--- src/rtl/uart_rx.sv ---
// Purpose: 8N1 UART receiver that pushes each good byte into the downstream RX FIFO.
// Latency: write_req is high in the cycle after edge E0+2+HalfBit+(DataBitsSize+1)*ClksPerBit (E0 = first edge sampling rx low).
// Backpressure: none on the line; if fifo_full is set at the stop decision the byte is dropped and overrun pulses.
module uart_rx #(
   parameter int ClksPerBit   = 434,
   parameter int DataBitsSize = 8
) (
   input  logic                    clk,
   input  logic                    rst_n,
   input  logic                    rx,
   input  logic                    fifo_full,
   output logic                    write_req,
   output logic [DataBitsSize-1:0] data,
   output logic                    frame_err,
   output logic                    overrun,
   output logic                    busy
);

   localparam int HalfBit = ClksPerBit / 2;
   localparam int CntW    = $clog2(ClksPerBit);
   localparam int IdxW    = (DataBitsSize > 1) ? $clog2(DataBitsSize) : 1;

   localparam logic [CntW-1:0] LastCnt = CntW'(ClksPerBit - 1);
   localparam logic [CntW-1:0] HalfCnt = CntW'(HalfBit - 1);
   localparam logic [IdxW-1:0] LastIdx = IdxW'(DataBitsSize - 1);

   typedef enum logic [2:0] {
      IDLE      = 3'd0,
      START     = 3'd1,
      DATA      = 3'd2,
      STOP      = 3'd3,
      WAIT_IDLE = 3'd4
   } state_t;

   logic [1:0]              sync_q;
   logic                    rx_s;
   state_t                  state_q;
   logic [CntW-1:0]         cnt_q;
   logic [IdxW-1:0]         bit_idx_q;
   logic [DataBitsSize-1:0] shift_q;
   logic [DataBitsSize-1:0] data_q;
   logic                    write_req_q;
   logic                    frame_err_q;
   logic                    overrun_q;

   // Two-flop synchroniser; resets to the idle-high line level so reset release never looks like a start bit.
   always_ff @(posedge clk or negedge rst_n) begin
      if (!rst_n) begin
         sync_q <= 2'b11;
      end else begin
         sync_q <= {sync_q[0], rx};
      end
   end

   assign rx_s = sync_q[1];

   // Frame FSM: mid-bit sampling, stop-bit decision and the registered one-cycle status strobes.
   always_ff @(posedge clk or negedge rst_n) begin
      if (!rst_n) begin
         state_q     <= IDLE;
         cnt_q       <= '0;
         bit_idx_q   <= '0;
         shift_q     <= '0;
         data_q      <= '0;
         write_req_q <= 1'b0;
         frame_err_q <= 1'b0;
         overrun_q   <= 1'b0;
      end else begin
         // Strobes default low so each one lasts exactly one cycle.
         write_req_q <= 1'b0;
         frame_err_q <= 1'b0;
         overrun_q   <= 1'b0;
         case (state_q)
            IDLE: begin
               cnt_q     <= '0;
               bit_idx_q <= '0;
               if (!rx_s) begin
                  state_q <= START;
               end
            end
            START: begin
               if (cnt_q == HalfCnt) begin
                  cnt_q     <= '0;
                  bit_idx_q <= '0;
                  // Still low at mid start bit: a real frame; otherwise a glitch, silently ignored.
                  state_q   <= rx_s ? IDLE : DATA;
               end else begin
                  cnt_q <= cnt_q + CntW'(1);
               end
            end
            DATA: begin
               if (cnt_q == LastCnt) begin
                  cnt_q              <= '0;
                  shift_q[bit_idx_q] <= rx_s;
                  if (bit_idx_q == LastIdx) begin
                     bit_idx_q <= '0;
                     state_q   <= STOP;
                  end else begin
                     bit_idx_q <= bit_idx_q + IdxW'(1);
                  end
               end else begin
                  cnt_q <= cnt_q + CntW'(1);
               end
            end
            STOP: begin
               if (cnt_q == LastCnt) begin
                  cnt_q     <= '0;
                  bit_idx_q <= '0;
                  if (rx_s) begin
                     // Leave mid stop bit so a back-to-back start edge is not missed.
                     state_q <= IDLE;
                     if (fifo_full) begin
                        overrun_q <= 1'b1;
                     end else begin
                        data_q      <= shift_q;
                        write_req_q <= 1'b1;
                     end
                  end else begin
                     // Low stop bit: report once, then wait out any break before rearming.
                     frame_err_q <= 1'b1;
                     state_q     <= WAIT_IDLE;
                  end
               end else begin
                  cnt_q <= cnt_q + CntW'(1);
               end
            end
            WAIT_IDLE: begin
               cnt_q     <= '0;
               bit_idx_q <= '0;
               if (rx_s) begin
                  state_q <= IDLE;
               end
            end
            default: begin
               state_q   <= IDLE;
               cnt_q     <= '0;
               bit_idx_q <= '0;
            end
         endcase
      end
   end

   assign write_req = write_req_q;
   assign data      = data_q;
   assign frame_err = frame_err_q;
   assign overrun   = overrun_q;
   assign busy      = (state_q != IDLE);

endmodule

--- config.mk ---
export PLATFORM = sky130hd
export DESIGN_NAME = uart_rx
export DESIGN_NICKNAME = d
export VERILOG_FILES = /design/src/rtl/uart_rx.sv
export SDC_FILE = /design/constraint.sdc
export NUM_CORES = 1
export LEC_CHECK = 0
export ABC_AREA = 1
export CORE_AREA = 2 2 60 62
export CTS_CLUSTER_SIZE = 28
export DETAILED_ROUTE_END_ITERATION = 6
export DIE_AREA = 0 0 62 64
export PLACE_DENSITY = 0.8
export SLEW_MARGIN = 15
export SYNTH_ARGS = -nofsm -noshare
export SYNTH_HDL_FRONTEND = slang
export SYNTH_SLANG_ARGS = --single-unit
--- constraint.sdc ---
create_clock -name clk -period 1.85 [get_ports clk]
set_input_delay 0.555 -clock clk [delete_from_list [all_inputs] [get_ports clk]]
set_output_delay 0.555 -clock clk [all_outputs]
set_load 0.03 [all_outputs]
# [Word-level counts from Yosys, hierarchy flattened]
# Index checks and enable logic that the tools add are counted.
# W data, S select, Z words.
[word_totals] ff_bits=36 in_bits=4 out_inout_bits=12 wordCells=66
[classes] n_addsub=2 order_cmp=2 eq_ne=13 muxes=31 bitwise_logic=1 reduce_logical=8
[ops] cell="$mux W3" count=11
[ops] cell="$mux W9" count=2
[ops] cell="$pmux W9 S2" count=1
[ops] cell="$pmux W3 S5" count=1
[ops] cell="$mux W1" count=12
[ops] cell="$ne A2 B2 Y1 const B" count=6
[ops] cell="$add A9 B1 Y9 const B" count=1
[ops] cell="$eq A9 B8 Y1 const B" count=1
[ops] cell="$eq A9 B9 Y1 const B" count=1
[ops] cell="$pmux W3 S3" count=1
[ops] cell="$bwmux W8" count=1
[ops] cell="$eq A3 B2 Y1 const B" count=2
[ops] cell="$eq A3 B3 Y1 const B" count=2
[ops] cell="$reduce_and A6 Y1" count=1
[ops] cell="$lt A3 B4 Y1 const B" count=1
[ops] cell="$reduce_and A4 Y1" count=1
[ops] cell="$add A3 B1 Y3 const B" count=1
[ops] cell="$demux W1 S3" count=1
[ops] cell="$eq A3 B1 Y1 const B" count=1
[ops] cell="$ge A3 B1 Y1 const B" count=1
[ops] cell="$logic_not A3 Y1" count=1
[ops] cell="$reduce_and A3 Y1" count=1
[ops] cell="$reduce_bool A3 Y1" count=1
[ops] cell="$mux W2" count=1
[ops] cell="other kinds (4)" count=4

# [Logic depth before layout (Yosys ltp)]
[depth] ltp_word=5 mapped_depth=10 depth_no_buf=10

# [Worst setup path before layout]
# Ideal clock, no wire load.
[synth_timing] path_kind="register -> register" startpoint="reg cnt_q[1]" endpoint="reg shift_q[5]" arrival_time_ns=1.236 required_time_ns=1.733 setup_slack_ns=0.497 stages_incl_launch_ff=11 path_cell_list="dfrtp_1 inv_1 ha_1 nand2_1 nor2_2 nand2_4 nor2_8 buf_8 nand3_2 nand2_1 nand2_1"
[synth_between] elab_chain_len=2
[synth_lines] item="from (decl)" line="38" text="logic [CntW-1:0] cnt_q;"
[synth_lines] item="from (signal assigned)" line="88" text="cnt_q <= cnt_q + CntW'(1);"
[synth_lines] item="from (signal assigned)" line="102" text="cnt_q <= cnt_q + CntW'(1);"
[synth_lines] item="from (signal assigned)" line="124" text="cnt_q <= cnt_q + CntW'(1);"
[synth_lines] item="$eq A9 B9 Y1" line="92" text="if (cnt_q == LastCnt) begin"
[synth_lines] item="$reduce_and A2 Y1 (no line)"
[synth_lines] item="to (signal, indexed assignment)" line="94" text="shift_q[bit_idx_q] <= rx_s;"
[synth_lines] item="to (decl)" line="40" text="logic [DataBitsSize-1:0] shift_q;"
# Every way passes these cells.
# A chain may end at the register's enable or synchronous reset.

# [Worst setup path after layout]
[layout_timing] startpoint="reg state_q[1]" endpoint="out busy"
[layout_between] elab_chain_len=1
[layout_lines] item="from (decl)" line="37" text="state_t state_q;"
[layout_lines] item="from (signal assigned)" line="86" text="state_q <= rx_s ? IDLE : DATA;"
[layout_lines] item="$reduce_bool A3 Y1" line="147" text="assign busy = (state_q != IDLE);"
[layout_lines] item="to (decl)" line="16" text="output logic busy"
# Every way passes these cells.

==> flow_summary.yaml <==
yosys:
  syn_inst: 209
  avgSynthCellArea_um2: 8.43
  synth_edf_count: 0
  ys_async_sr_fraction: 1.00
  ys_dominant_reg_cell: "dfrtp_1"
  ys_types: 27
  synth-seq-cells: 36
  yosysWarnings: 0
  syn_nets: 218
  yosysSeqAreaShare: 0.513
  syn_area_mm2: 0.00176
die:
  die-area_mm2: 0.00397
  start_util: 0.536
  die_height_um: 64
  ioPinCount: 16
  fp.dieW_um: 62
  row_count: 21
  core_mm2: 0.00328
worst_setup_path:
  reg2reg_from: "cnt_q[1]"
  path_class: "flop to primary output"
  cp.required_ns: 1.29
  worstSetupEndpointType: "primary output"
  setup.worst_path.start_class: "flop"
  arrival_ns: 1.12
  rr_worst_depth: 9
  worst-path-max-fanout: 4
  rrSetupSlack_ns: 0.30
  regToRegEndpoint: "cnt_q[5]"
sta:
  hold_viol_final: 0
  min_period_ns: 1.68
  rsz0062_at_grt: "false"
  relSlewSlack: 0.767
  finalCritPeriodShare: 0.906
  tightest_slew_ns: 0.346
  setup_violations: 0
  max_freq_mhz: 596
  worst_slack_ns: 0.173
  finalClockSkew_ns: 0.00925
  tns_ns: 0
  drv_slew: 0
cts:
  cts_tree: "yes"
  h-tree-depth: 2
  cts_sinks: 36
  path_clk_slew_ns: 0.10
  root_buffer: "clkbuf_4"
  cts_buffer_depth: 2
  cts_buffers: 5
  clk_latency_ns: 0.34
grt:
  grt_usage: 0.185
  busiest_layer: "met2"
  grt_max_degree: 37
  antenna_found_initial: 0
  grt_use_met2: 0.275
  grt_overflow: 0
  use_met3: 0.0547
  use_met1: 0.250
  first_global_vias: 1269
  grt_pass1_wl_um: 5400
run:
  maxCapViolCount: 0
detailed_routing:
  ant_nets: 0
  via_per_inst: 4.83
  wirelength_um: 3020
  vias: 1347
  first_pass_iters: 4
  drc: 0
  drt_iter0_drc: 36
  routedWlPerCell_um: 10.8
pwr:
  peakVddDrop_uv: 453
  total_leakage_power_nw: 1.13
  power.density_mw_per_mm2: 664
layout:
  fin_util: 0.622
  area_growth_pct: 16.1
  fin_nets: 241
  fill_cells: 297
  regArea_um2: 903
  diodes: 0
  stdcell_area_mm2: 0.00204
  drive_above_1_share: 0.124
  multiInputGateArea_um2: 742
status:
  status: "complete, no violations"
place:
  placed_area_mm2: 0.00199
  dpl.hpwl_um: 2130
  dp_slack_ns: 0.110
  gp_congestion: 0.892
  io_buffers: 15
hold_path:
  whs_endpoint: "sync_q[1]"
  hold_path_depth: 0
  hold_class: "flop to flop"
  worstHoldStart: "sync_q[0]"
## metal layers
layer / wire length [µm] / vias up
li1: - / 708
met1: 1460 / 616
met2: 1400 / 17
met3: 100 / 6
met4: 59 / 0
met5: 0 / -
## report_power, final
group          total (mW)  internal (mW)  switching (mW)
logic              0.0291         0.0107          0.0184
registers           0.795          0.791         0.00427
clock network       0.533          0.283           0.250
total                1.36           1.08           0.272
## critical path, cell delays in order, from the launching register on
cell	delay, ns
dfrtp_1	0.41
nor2_1	0.15
nand2_1	0.06
buf_2	0.17
## stage by stage
stage	power, mW	hold slack (ns)	cells
2_1_floorplan	0.813	0.259	209
3_3_place_gp	0.840	0.347	271
3_5_place_dp	0.841	0.349	271
4_1_cts	1.37	0.365	279
5_1_grt	1.42	0.368	279
6_report	1.36	0.363	279
## how the worst max path moves through the flow
stage | startpoint | to | cells after the start
finish | state_q[1] | busy | 3
global route | state_q[1] | busy | 3
CTS | state_q[1] | busy | 3
detailed placement | state_q[1] | busy | 3
global placement | state_q[1] | busy | 3
floorplan | cnt_q[1] | shift_q[5] | 10
## timing repair
action / in CTS / in global routing
buffers inserted: 0 / 0
endpoints found under the hold margin: 0 / 0
endpoints found under the setup margin: 12 / 1
gates resized for setup: 14 / 2
hold buffers: 0 / 0
## Yosys cell counts (3+ instances only)
| cell type | number | area share |
|---|---|---|
| ha_1 | 5 | 0.036 |
| inv_1 | 16 | 0.034 |
| nor2_1 | 24 | 0.051 |
| xor2_1 | 4 | 0.020 |
| nand4_1 | 11 | 0.039 |
| nand3_1 | 14 | 0.040 |
| nand2_1 | 70 | 0.15 |
| nand2_2 | 3 | 0.011 |
| dfrtp_1 | 34 | 0.48 |
| inv_2 | 5 | 0.011 |
| o21ai_1 | 3 | 0.0085 |
## cell type report
type / count / share of cell area
Sequential cell: 36 / 0.442
Inverter: 23 / 0.0447
Tap cell: 46 / 0.0282
Clock inverter: 2 / 0.0171
Multi-Input combinational cell: 147 / 0.363
Timing Repair Buffer: 19 / 0.0851
Clock buffer: 6 / 0.0202
## cell usage in the layout, fill, tap and decap left out, drive strengths merged, types with 4 or more instances in the layout
cell	synthesis	final
clkbuf	0	6
dfrtp	34	34
buf	3	5
inv	21	21
o21ai	5	5
ha	5	5
nor2	26	26
nand3	17	17
nand2	74	74
nand4	11	11
dlygate4sd2	0	11
xor2	4	4
## sequential cells by signal, summed over array words and instances (netlist names), 2 cells and up
| name | count |
|---|---|
| cnt_q | 9 |
| shift_q | 8 |
| sync_q | 2 |
| data | 8 |
| state_q | 3 |
| bit_idx_q | 3 |
## cells by family (layout without fill, tap and decap cells)
family,Yosys count,in the layout,share of synthesized area
xor+xnor,5,5,0.0249
simple gates,130,130,0.339
flops,36,36,0.513
buf+inv,26,50,0.0661
fa+ha+maj,5,5,0.0355
compound gates,7,7,0.0220
Note: power is estimated with default switching activity, not from simulation.
